===== src/rtl/branch_tag_allocator_pkg.sv =====
// Shared sizing and bus types for the branch tag allocator.
package branch_tag_allocator_pkg;

   localparam int unsigned N               = 3;
   localparam int unsigned B_MASK_WIDTH    = 4;
   localparam int unsigned NUM_SCALAR_BITS = $clog2(N + 1);

   typedef logic [B_MASK_WIDTH-1:0]        b_mask_t;
   typedef logic [N-1:0][B_MASK_WIDTH-1:0] slot_masks_t;
   typedef logic [NUM_SCALAR_BITS-1:0]     num_scalar_t;

endpackage


===== src/rtl/branch_tag_allocator_if.sv =====
// Dispatch/resolve bundle between the front end and the branch tag allocator.
interface branch_tag_allocator_if;
   import branch_tag_allocator_pkg::*;

   logic [N-1:0] branch_req;
   num_scalar_t  num_dispatched;
   logic         resolve_valid;
   b_mask_t      resolve_tag;
   logic         resolve_mispredict;
   slot_masks_t  branch_tags;
   slot_masks_t  slot_b_mask;
   num_scalar_t  num_dispatch_ok;
   b_mask_t      b_mask_reg;
   b_mask_t      squash_mask;

   modport master (
      output branch_req, num_dispatched, resolve_valid, resolve_tag, resolve_mispredict,
      input  branch_tags, slot_b_mask, num_dispatch_ok, b_mask_reg, squash_mask
   );

   modport slave (
      input  branch_req, num_dispatched, resolve_valid, resolve_tag, resolve_mispredict,
      output branch_tags, slot_b_mask, num_dispatch_ok, b_mask_reg, squash_mask
   );

endinterface


===== src/rtl/branch_tag_allocator_psel.sv =====
// Multi-grant priority selector: grant r is the r-th lowest set bit of req (one-hot), 0 if none left.
module psel_multi #(
   parameter int unsigned WIDTH = 4,
   parameter int unsigned REQS  = 1
) (
   input  logic [WIDTH-1:0]            req,
   output logic [REQS-1:0][WIDTH-1:0]  gnt
);

   logic [WIDTH-1:0] remaining;

   always_comb begin
      remaining = req;
      gnt       = '0;
      for (int r = 0; r < REQS; r++) begin
         gnt[r]    = remaining & (~remaining + WIDTH'(1));
         remaining = remaining & ~gnt[r];
      end
   end

endmodule


===== src/rtl/branch_tag_allocator.sv =====
// Branch checkpoint tag pool: in-order tag allocation per dispatch bundle, free on resolve,
// and younger-tag kill on mispredict via a per-tag dependency matrix.
module branch_tag_allocator
   import branch_tag_allocator_pkg::*;
(
   input  logic                   clock,
   input  logic                   reset,
   branch_tag_allocator_if.slave  bus
);

   b_mask_t     b_mask_q, b_mask_d;
   b_mask_t     dep_q [B_MASK_WIDTH];
   b_mask_t     dep_d [B_MASK_WIDTH];
   b_mask_t     free_mask;
   slot_masks_t grants;
   slot_masks_t tags;
   slot_masks_t sbm;
   num_scalar_t ok;
   b_mask_t     acc;
   b_mask_t     pick;
   logic        stalled;
   int          rank;
   logic        hit;
   logic        mispredict;
   b_mask_t     kill;
   b_mask_t     clear_mask;

   assign free_mask = ~b_mask_q;

   psel_multi #(.WIDTH(B_MASK_WIDTH), .REQS(N)) u_psel (
      .req (free_mask),
      .gnt (grants)
   );

   // Hand the j-th free tag to the j-th branch slot; first branch without a tag caps the bundle.
   always_comb begin
      acc     = b_mask_q;
      rank    = 0;
      stalled = 1'b0;
      ok      = num_scalar_t'(N);
      tags    = '0;
      sbm     = '0;
      pick    = '0;
      for (int i = 0; i < N; i++) begin
         sbm[i] = acc;
         pick   = '0;
         for (int r = 0; r < N; r++) begin
            if (r == rank) pick = grants[r];
         end
         if (bus.branch_req[i] && !stalled) begin
            if (pick != '0) begin
               tags[i] = pick;
               acc     = acc | pick;
               rank    = rank + 1;
            end else begin
               stalled = 1'b1;
               ok      = num_scalar_t'(i);
            end
         end
      end
   end

   assign hit        = bus.resolve_valid && ((bus.resolve_tag & b_mask_q) != '0);
   assign mispredict = hit && bus.resolve_mispredict;

   // A live tag dies with the mispredicted branch if it was allocated while that branch was in flight.
   always_comb begin
      kill = '0;
      for (int t = 0; t < B_MASK_WIDTH; t++) begin
         kill[t] = bus.resolve_tag[t] || (b_mask_q[t] && ((dep_q[t] & bus.resolve_tag) != '0));
      end
   end

   assign clear_mask = !hit ? '0 : (bus.resolve_mispredict ? kill : bus.resolve_tag);

   always_comb begin
      b_mask_d = b_mask_q & ~clear_mask;
      for (int t = 0; t < B_MASK_WIDTH; t++) begin
         dep_d[t] = (mispredict && kill[t]) ? '0 : (dep_q[t] & ~clear_mask);
      end
      if (!mispredict) begin
         for (int i = 0; i < N; i++) begin
            if ((num_scalar_t'(i) < bus.num_dispatched) && (tags[i] != '0)) begin
               b_mask_d = b_mask_d | tags[i];
               for (int t = 0; t < B_MASK_WIDTH; t++) begin
                  if (tags[i][t]) dep_d[t] = sbm[i] & ~clear_mask;
               end
            end
         end
      end
   end

   always_ff @(posedge clock) begin
      if (!reset) begin
         b_mask_q <= '0;
         for (int t = 0; t < B_MASK_WIDTH; t++) dep_q[t] <= '0;
      end else begin
         b_mask_q <= b_mask_d;
         for (int t = 0; t < B_MASK_WIDTH; t++) dep_q[t] <= dep_d[t];
      end
   end

   assign bus.branch_tags     = tags;
   assign bus.slot_b_mask     = sbm;
   assign bus.num_dispatch_ok = ok;
   assign bus.b_mask_reg      = b_mask_q;
   assign bus.squash_mask     = mispredict ? kill : '0;

   a_dispatch_within_ok: assert property (@(posedge clock) disable iff (!reset)
      (mispredict || (bus.num_dispatched <= ok)));

endmodule

===== src/flat_wrapper.sv =====
// flat-port wrapper written by rule: the top's interface ports become plain ports
module branch_tag_allocator_flat import branch_tag_allocator_pkg::*;
  (clock, reset, bus_branch_req, bus_num_dispatched, bus_resolve_valid, bus_resolve_tag, bus_resolve_mispredict, bus_branch_tags, bus_slot_b_mask, bus_num_dispatch_ok, bus_b_mask_reg, bus_squash_mask);
  branch_tag_allocator_if bus_i ();
  input  logic clock;
  input  logic reset;
  input wire logic [$bits(bus_i.branch_req)-1:0] bus_branch_req;
  input wire logic [$bits(bus_i.num_dispatched)-1:0] bus_num_dispatched;
  input wire logic [$bits(bus_i.resolve_valid)-1:0] bus_resolve_valid;
  input wire logic [$bits(bus_i.resolve_tag)-1:0] bus_resolve_tag;
  input wire logic [$bits(bus_i.resolve_mispredict)-1:0] bus_resolve_mispredict;
  output wire logic [$bits(bus_i.branch_tags)-1:0] bus_branch_tags;
  output wire logic [$bits(bus_i.slot_b_mask)-1:0] bus_slot_b_mask;
  output wire logic [$bits(bus_i.num_dispatch_ok)-1:0] bus_num_dispatch_ok;
  output wire logic [$bits(bus_i.b_mask_reg)-1:0] bus_b_mask_reg;
  output wire logic [$bits(bus_i.squash_mask)-1:0] bus_squash_mask;
  assign bus_i.branch_req = bus_branch_req;
  assign bus_i.num_dispatched = bus_num_dispatched;
  assign bus_i.resolve_valid = bus_resolve_valid;
  assign bus_i.resolve_tag = bus_resolve_tag;
  assign bus_i.resolve_mispredict = bus_resolve_mispredict;
  assign bus_branch_tags = bus_i.branch_tags;
  assign bus_slot_b_mask = bus_i.slot_b_mask;
  assign bus_num_dispatch_ok = bus_i.num_dispatch_ok;
  assign bus_b_mask_reg = bus_i.b_mask_reg;
  assign bus_squash_mask = bus_i.squash_mask;
  branch_tag_allocator u_core (.clock(clock), .reset(reset), .bus(bus_i));
endmodule

===== config.mk =====
export PLATFORM = sky130hd
export DESIGN_NAME = branch_tag_allocator_flat
export DESIGN_NICKNAME = d
export VERILOG_FILES = /design/src/rtl/branch_tag_allocator_pkg.sv /design/src/rtl/branch_tag_allocator_if.sv /design/src/rtl/branch_tag_allocator_psel.sv /design/src/rtl/branch_tag_allocator.sv /design/src/flat_wrapper.sv
export SDC_FILE = /design/constraint.sdc
export NUM_CORES = 1
export LEC_CHECK = 0
export BUFFER_PORTS_ARGS = -buffer_cell sky130_fd_sc_hd__buf_2
export CORE_AREA = 2 2 63 65
export CTS_CLUSTER_SIZE = 28
export DETAILED_ROUTE_END_ITERATION = 6
export DIE_AREA = 0 0 65 67
export PLACE_DENSITY = 0.86
export SETUP_SLACK_MARGIN = 0.05
export SLEW_MARGIN = 20
export SYNTH_ARGS = -nofsm -noshare
export SYNTH_HDL_FRONTEND = slang
export SYNTH_HIERARCHICAL = 1
export SYNTH_SLANG_ARGS = --single-unit

===== constraint.sdc =====
create_clock -name clock -period 5.2 [get_ports clock]
set_input_delay 0.26 -clock clock [delete_from_list [all_inputs] [get_ports clock]]
set_output_delay 0.26 -clock clock [all_outputs]
set_load 0.01 [all_outputs]

==> results.toml, run 1 <==
[outcome]
status = "finished clean"

[worst_setup_path]
crit_path_end_kind = "primary output"
start_kind = "flop"
crit_arrival_ns = 3.91
cp.required_ns = 4.94
r2r_slack_ns = 1.18
critical_path_class = "flop to primary output"
worstReg2RegStart = "u_core/bus.b_mask_reg[0]"
reg2reg_depth = 12
reg2reg_to = "u_core/dep_q[1][0]"
crit_path_max_fanout = 21

[cells_and_area]
final_cell_area_mm2 = 0.002311
drive_gt1_frac = 0.2041
area_growth_syn_to_layout_pct = 9.549
n_fill_cell = 322
multi_input_area_mm2 = 0.001551
largest_reg_flops = 12
regArea_um2 = 320.3
antenna_cells = 0
fin_nets = 353

[cts]
post_cts_buffers = 0
cts_buffers = 3
path_clk_slew_ns = 0.07
tritoncts = "done"
htreeDepth = 1
cts_sinks = 16
clockBufferDepth = 2
clockRootBuffer = "clkbuf_8"
cts_resized = 0
cts_hold_buf = 0
clk_latency_ns = 0.26

[detailed_routing]
drtIter0Drc = 444
wl_per_cell_um = 18.63
drc_errors = 0
via_per_inst = 6.850
vias = 2644
drtAntennaViolNets = 0
drtPass1Iterations = 5
finalWirelength_um = 7192

[power]
p_leak_nw = 1.039
power.share.switching = 0.4529
p_seq_frac = 0.265
p_sw_mw = 0.2621
ir_drop_mv = 0.1616
power_density_mw_per_mm2 = 250.4
pwr-share-clk = 0.201
p_comb_frac = 0.534
p_int_mw = 0.3166

[die]
die_area_mm2 = 0.004355
core-area_mm2 = 0.003606
die_w_um = 65
fp.dieH_um = 67
ioPinCount = 47
rows = 22
start_util = 0.5850

[timing]
min_period_ns = 4.167
rsz0062_at_grt = "false"
fin_setup_tns_ns = 0
slew_headroom = 0.2717
finalCritPeriodShare = 0.8013
worst_pin_slew_ns = 1.083
finalSetupViolations = 0
finClkSkew_ns = 0.002705
clock.fmax_mhz = 240.0
final_hold_viol_count = 0
drv_slew = 0

[global_route]
grt_max_degree = 24
grt_antenna_before_repair = 0
gr-total-overflow = 0
track_usage = 0.3287
grt_pass1_wl_um = 11010
grt_pass1_vias = 2254

[place]
dpl_cell_area_mm2 = 0.002256
dp_hpwl_um = 5409
numPortBuffers = 46
gp_congestion = 0.9936

[min_path]
holdPathEnd = "u_core/bus.b_mask_reg[0]"
min_path_type = "input port to flop"
whs_path_depth = 2
min_from = "reset"

[logic_synthesis]
synth_cell_types = 64
syn_inst = 310
synthFlopType = "dfxtp_1"
yosysSeqAreaShare = 0.1518
synth_edf_count = 0
syn_area_mm2 = 0.002110
synthArstFlopShare = 0
ys_warn_count = 6
synth_seq_cells = 16
syn_area_per_cell_um2 = 6.805

[job]
max_cap_violations = 0
==> kinds of logic after synthesis <==
logic type,Yosys count,share of synthesized area
compound gates,110,0.3749
other cells,1,0.001778
simple gates,122,0.2823
mux,13,0.06287
flops,16,0.1518
xor+xnor,1,0.004153
fa+ha+maj,1,0.005930
buf+inv,46,0.1162
==> placed cells by master, fill, tap and decap left out, types with 2 or more instances in the layout <==
| cell type | n |
|---|---|
| buf_2 | 46 |
| nand2_1 | 40 |
| nor2_1 | 34 |
| o21ai_0 | 27 |
| inv_1 | 19 |
| a21oi_1 | 17 |
| dfxtp_1 | 16 |
| mux2i_1 | 11 |
| and2_1 | 9 |
| nor3_1 | 9 |
| a21boi_0 | 9 |
| o21a_1 | 7 |
| nand3_1 | 6 |
| and3_1 | 5 |
| clkbuf_8 | 4 |
| nand2b_1 | 4 |
| a22oi_1 | 4 |
| a31oi_1 | 4 |
| a221oi_1 | 3 |
| a222oi_1 | 3 |
| o31ai_1 | 3 |
| o22ai_1 | 3 |
| a32o_1 | 3 |
| buf_4 | 3 |
| conb_1 | 3 |
| mux2_2 | 2 |
| or2_2 | 2 |
| a22o_1 | 2 |
| o21ai_1 | 2 |
| a221o_1 | 2 |
| a211oi_1 | 2 |
| o211ai_1 | 2 |
| o311ai_0 | 2 |
| nor2b_1 | 2 |
==> critical path: stages, from the launching register on <==
cell and delay [ns]:
dfxtp_1 0.38, inv_1 0.55, xnor2_1 0.18, nor2b_1 0.44
nor3_1 0.14, a31oi_2 0.34, ha_1 0.32, nand2b_1 0.17
o21ai_0 0.43, nand2_1 0.13, and2_1 0.23, nand4_1 0.10
o21a_1 0.12, buf_2 0.12
==> final cells by class <==
| cell class | count | area share |
|---|---|---|
| multi-input cells | 250 | 0.6714 |
| clock buffers | 4 | 0.02382 |
| flip-flops and latches | 16 | 0.1386 |
| repair buffers | 49 | 0.1094 |
| inverters | 19 | 0.03086 |
| well taps | 48 | 0.02599 |
==> power by group through the flow <==
stage | logic, mW | clock network, mW | registers (mW)
6_report | 0.309 | 0.116 | 0.154
5_1_grt | 0.328 | 0.124 | 0.155
4_1_cts | 0.296 | 0.117 | 0.153
3_5_place_dp | 0.293 | 0 | 0.156
3_3_place_gp | 0.291 | 0 | 0.155
2_1_floorplan | 0.230 | 0 | 0.148
==> per-layer routing <==
metal	GRT usage	up-vias	wire (µm)
met2	0.5425	241	3131
met4	0.1037	0	314
met3	0.07601	51	955
met1	0.4222	1176	2790
li1	-	1176	-
met5	0	-	0
==> metrics by stage <==
step                setup slack [ns]    util  power [mW]  std cells  hold slack, ns
CTS                            1.178  0.6409      0.5657        386          0.3585
finish                         1.033  0.6409      0.5786        386          0.3629
floorplan                      1.630       -      0.3777        312          0.4603
global route                  0.7826  0.6409      0.6077        386          0.3654
detailed placement             1.357  0.6256      0.4488        382          0.4828
global placement               1.483  0.6256      0.4454        382          0.4761
==> synthesized netlist by cell type (2+ instances only) <==
library cell,n,area [µm²]
o21ai_1,2,10.01
o311ai_0,2,17.52
and2_1,9,56.30
a22o_1,2,17.52
mux2i_1,11,110.1
nand3_1,6,30.03
dfxtp_1,16,320.3
o31ai_1,3,22.52
o22ai_1,3,18.77
o211ai_1,2,15.01
nor3_1,9,45.04
inv_1,19,71.32
mux2_2,2,22.52
a31oi_1,4,25.02
a32o_1,3,30.03
a21oi_1,17,85.08
buf_6,5,56.30
nor2b_1,2,12.51
a22oi_1,4,30.03
nor2_1,34,127.6
o21a_1,7,52.55
a21boi_0,9,67.56
a211oi_1,2,15.01
and3_1,5,31.28
or2_2,2,12.51
clkbuf_1,11,41.29
a222oi_1,3,30.03
nand2b_1,4,25.02
a221o_1,2,20.02
o21ai_0,27,135.1
buf_4,9,67.56
nand2_1,40,150.1
a221oi_1,3,26.28
==> worst max-delay path by stage <==
stage                                   to  slack [ns]  cells after the start                      from
global placement        u_core/dep_q[1][0]        1.48                     12  u_core/bus.b_mask_reg[0]
detailed placement      u_core/dep_q[1][0]        1.36                     12  u_core/bus.b_mask_reg[0]
floorplan               u_core/dep_q[1][0]        1.63                     14  u_core/bus.b_mask_reg[1]
finish              bus_num_dispatch_ok[0]        1.03                     13  u_core/bus.b_mask_reg[0]
global route        bus_num_dispatch_ok[0]        0.78                     13  u_core/bus.b_mask_reg[0]
CTS                 bus_num_dispatch_ok[0]        1.18                     13  u_core/bus.b_mask_reg[0]
No activity file was read; power rests on OpenSTA's default activity.
==> run 2: changes to the inputs <==
--- a/config.mk
+++ b/config.mk
@@ -6,11 +6,11 @@
 export NUM_CORES = 1
 export LEC_CHECK = 0
 export BUFFER_PORTS_ARGS = -buffer_cell sky130_fd_sc_hd__buf_2
-export CORE_AREA = 2 2 63 65
+export CORE_AREA = 2 2 65 67
 export CTS_CLUSTER_SIZE = 28
 export DETAILED_ROUTE_END_ITERATION = 6
-export DIE_AREA = 0 0 65 67
-export PLACE_DENSITY = 0.86
+export DIE_AREA = 0 0 67 69
+export PLACE_DENSITY = 0.82
 export SETUP_SLACK_MARGIN = 0.05
 export SLEW_MARGIN = 20
 export SYNTH_ARGS = -nofsm -noshare
==> constraint.sdc (replaced) <==
create_clock -name clock -period 4.2 [get_ports clock]
set_input_delay 0.21 -clock clock [delete_from_list [all_inputs] [get_ports clock]]
set_output_delay 0.21 -clock clock [all_outputs]
set_load 0.01 [all_outputs]
==> run 2 against run 1 <==
  * Wire length is 3.2% lower
  * Clock-buffer cell count stayed put
  * Utilization is 4.2 points lower
  * Power is 24% higher
  * Final area is 1.4% higher
  * Via count is 3.9% lower
  * Critical path type unchanged
==> results.toml, run 2 (same netlist as run 1, synthesis figures left out) <==
[place]
gp_congestion = 1.024
place_inst = 388
dp_hpwl_um = 5420
numPortBuffers = 46
place_ws_ns = 0.4803

[worst_setup_path]
cp_slowest_stage_delay_ns = 0.52
crit_family = "compound AO/OA/AOI/OAI gates"
crit_arrival_ns = 3.73
reg2reg_depth = 13
cpMaxStageDelayCell = "dfxtp_1"
start_kind = "flop"
critical_path_class = "flop to primary output"
crit_path_cell_trace = "inv_1 -> buf_4 -> nor2b_4 -> o311a_1 -> inv_1 -> a31oi_2 -> ha_1 -> nand2b_1 -> o21ai_0 -> nand2_1 -> and2_1 -> nand4_1 -> o21a_1 -> buf_2"
crit_path_max_fanout = 12
crit_top_cell = "inv_1"
crit_path_end_kind = "primary output"
path_depth = 14
cp.required_ns = 3.99
worst-path-buf-inv = 4

[detailed_routing]
wl_per_cell_um = 17.77
drtAntennaViolNets = 0
drc_errors = 0
drtPass1Iterations = 6
finalWirelength_um = 6964
via_per_inst = 6.485
vias = 2542
drtIter0Drc = 402

[power]
power_density_mw_per_mm2 = 305.4
p_int_mw = 0.3997
ir_drop_mv = 0.2069
p_seq_frac = 0.262
p_leak_nw = 1.058
p_sw_mw = 0.3160
power.share.switching = 0.4415
p_comb_frac = 0.545
finalPower_mw = 0.7156
pwr-share-clk = 0.193

[cells_and_area]
multi_input_area_mm2 = 0.001551
finalCoreUtilization = 0.5988
n_fill_cell = 358
fin_nets = 357
area_growth_syn_to_layout_pct = 11.09
regArea_um2 = 320.3
final_cells = 392
drive_gt1_frac = 0.2135
final_common_cell = "buf_2"
antenna_cells = 0
largest_reg_flops = 12
layout_common_cells = "buf_2 (46), nand2_1 (40), nor2_1 (34)"

[global_route]
grt_max_degree = 24
track_usage = 0.3011
grt_pass1_wl_um = 11030
grt_pass1_vias = 2244
grt_antenna_before_repair = 0
gr-total-overflow = 0

[die]
ioPinCount = 47
start_util = 0.5390
rows = 23
die_area_mm2 = 0.004623
fp.dieH_um = 69
core-area_mm2 = 0.003914
die_w_um = 67

[min_path]
whs_path_depth = 3
min_path_type = "input port to flop"

[cts]
clockBufferDepth = 2
cts_sinks = 16
clk_latency_ns = 0.25
cts_resized = 0
cts_buffers = 3
clockRootBuffer = "clkbuf_8"
tritoncts = "done"
post_cts_buffers = 0
htreeDepth = 1
path_clk_slew_ns = 0.06
cts_hold_buf = 0

[timing]
clock.fmax_mhz = 253.6
finClkSkew_ns = 0.004443
final_hold_viol_count = 0
min_period_ns = 3.943
slew_headroom = 0.3423
worst_pin_slew_ns = 0.9800
finalSetupViolations = 0
finalCritPeriodShare = 0.9389
fin_setup_tns_ns = 0
rsz0062_at_grt = "false"
fin_ws_ns = 0.2568
drv_slew = 0

[outcome]
status = "finished clean"

[job]
max_cap_violations = 0
-- run 2: cell types whose count changed in the layout (fill, tap and decap cells not counted) --
cell / previous run / this run
buf_4: 3 / 7
-- run 2: power by group through the flow --
stage	clock network, mW	logic, mW	registers [mW]
detailed placement	0	0.377	0.189
floorplan	0	0.285	0.183
global placement	0	0.376	0.188
finish	0.138	0.390	0.188
global route	0.151	0.421	0.189
CTS	0.143	0.379	0.186
-- run 2: area by class of cell --
type,count,share of cell area
Timing Repair Buffer,53,0.1207
Sequential cell,16,0.1367
Inverter,19,0.03043
Multi-Input combinational cell,250,0.6620
Tap cell,50,0.02670
Clock buffer,4,0.02349
-- run 2: metal layers --
layer  wire length (µm)  global-route usage  vias to the layer above
li1                   -                   -                     1184
met1               2760              0.4327                     1140
met2               3087              0.4422                      194
met3                905             0.05873                       24
met4                210              0.1043                        0
met5                  0                   0                        -
-- run 2: worst paths after layout --
path                                          startpoint                     end  slack [ns]
worst min register to register        u_core/dep_q[1][2]      u_core/dep_q[1][2]        0.52
worst max register to register  u_core/bus.b_mask_reg[0]      u_core/dep_q[1][0]        0.35
worst min-delay path                               reset      u_core/dep_q[3][0]        0.31
worst max-delay path            u_core/bus.b_mask_reg[0]  bus_num_dispatch_ok[0]        0.26
-- run 2: through the flow --
| stage | area (µm²) | hold slack, ns |
|---|---|---|
| after floorplan | 2117 | 0.4603 |
| after global placement | 2288 | 0.4968 |
| after detailed placement | 2288 | 0.5048 |
| after CTS | 2344 | 0.3058 |
| after global routing | 2344 | 0.3219 |
| final | 2344 | 0.3092 |
-- run 2: tightest hold or removal path: stages --
cell      delay [ns]
buf_2           0.18
nand2_1         0.08
a211oi_1        0.04
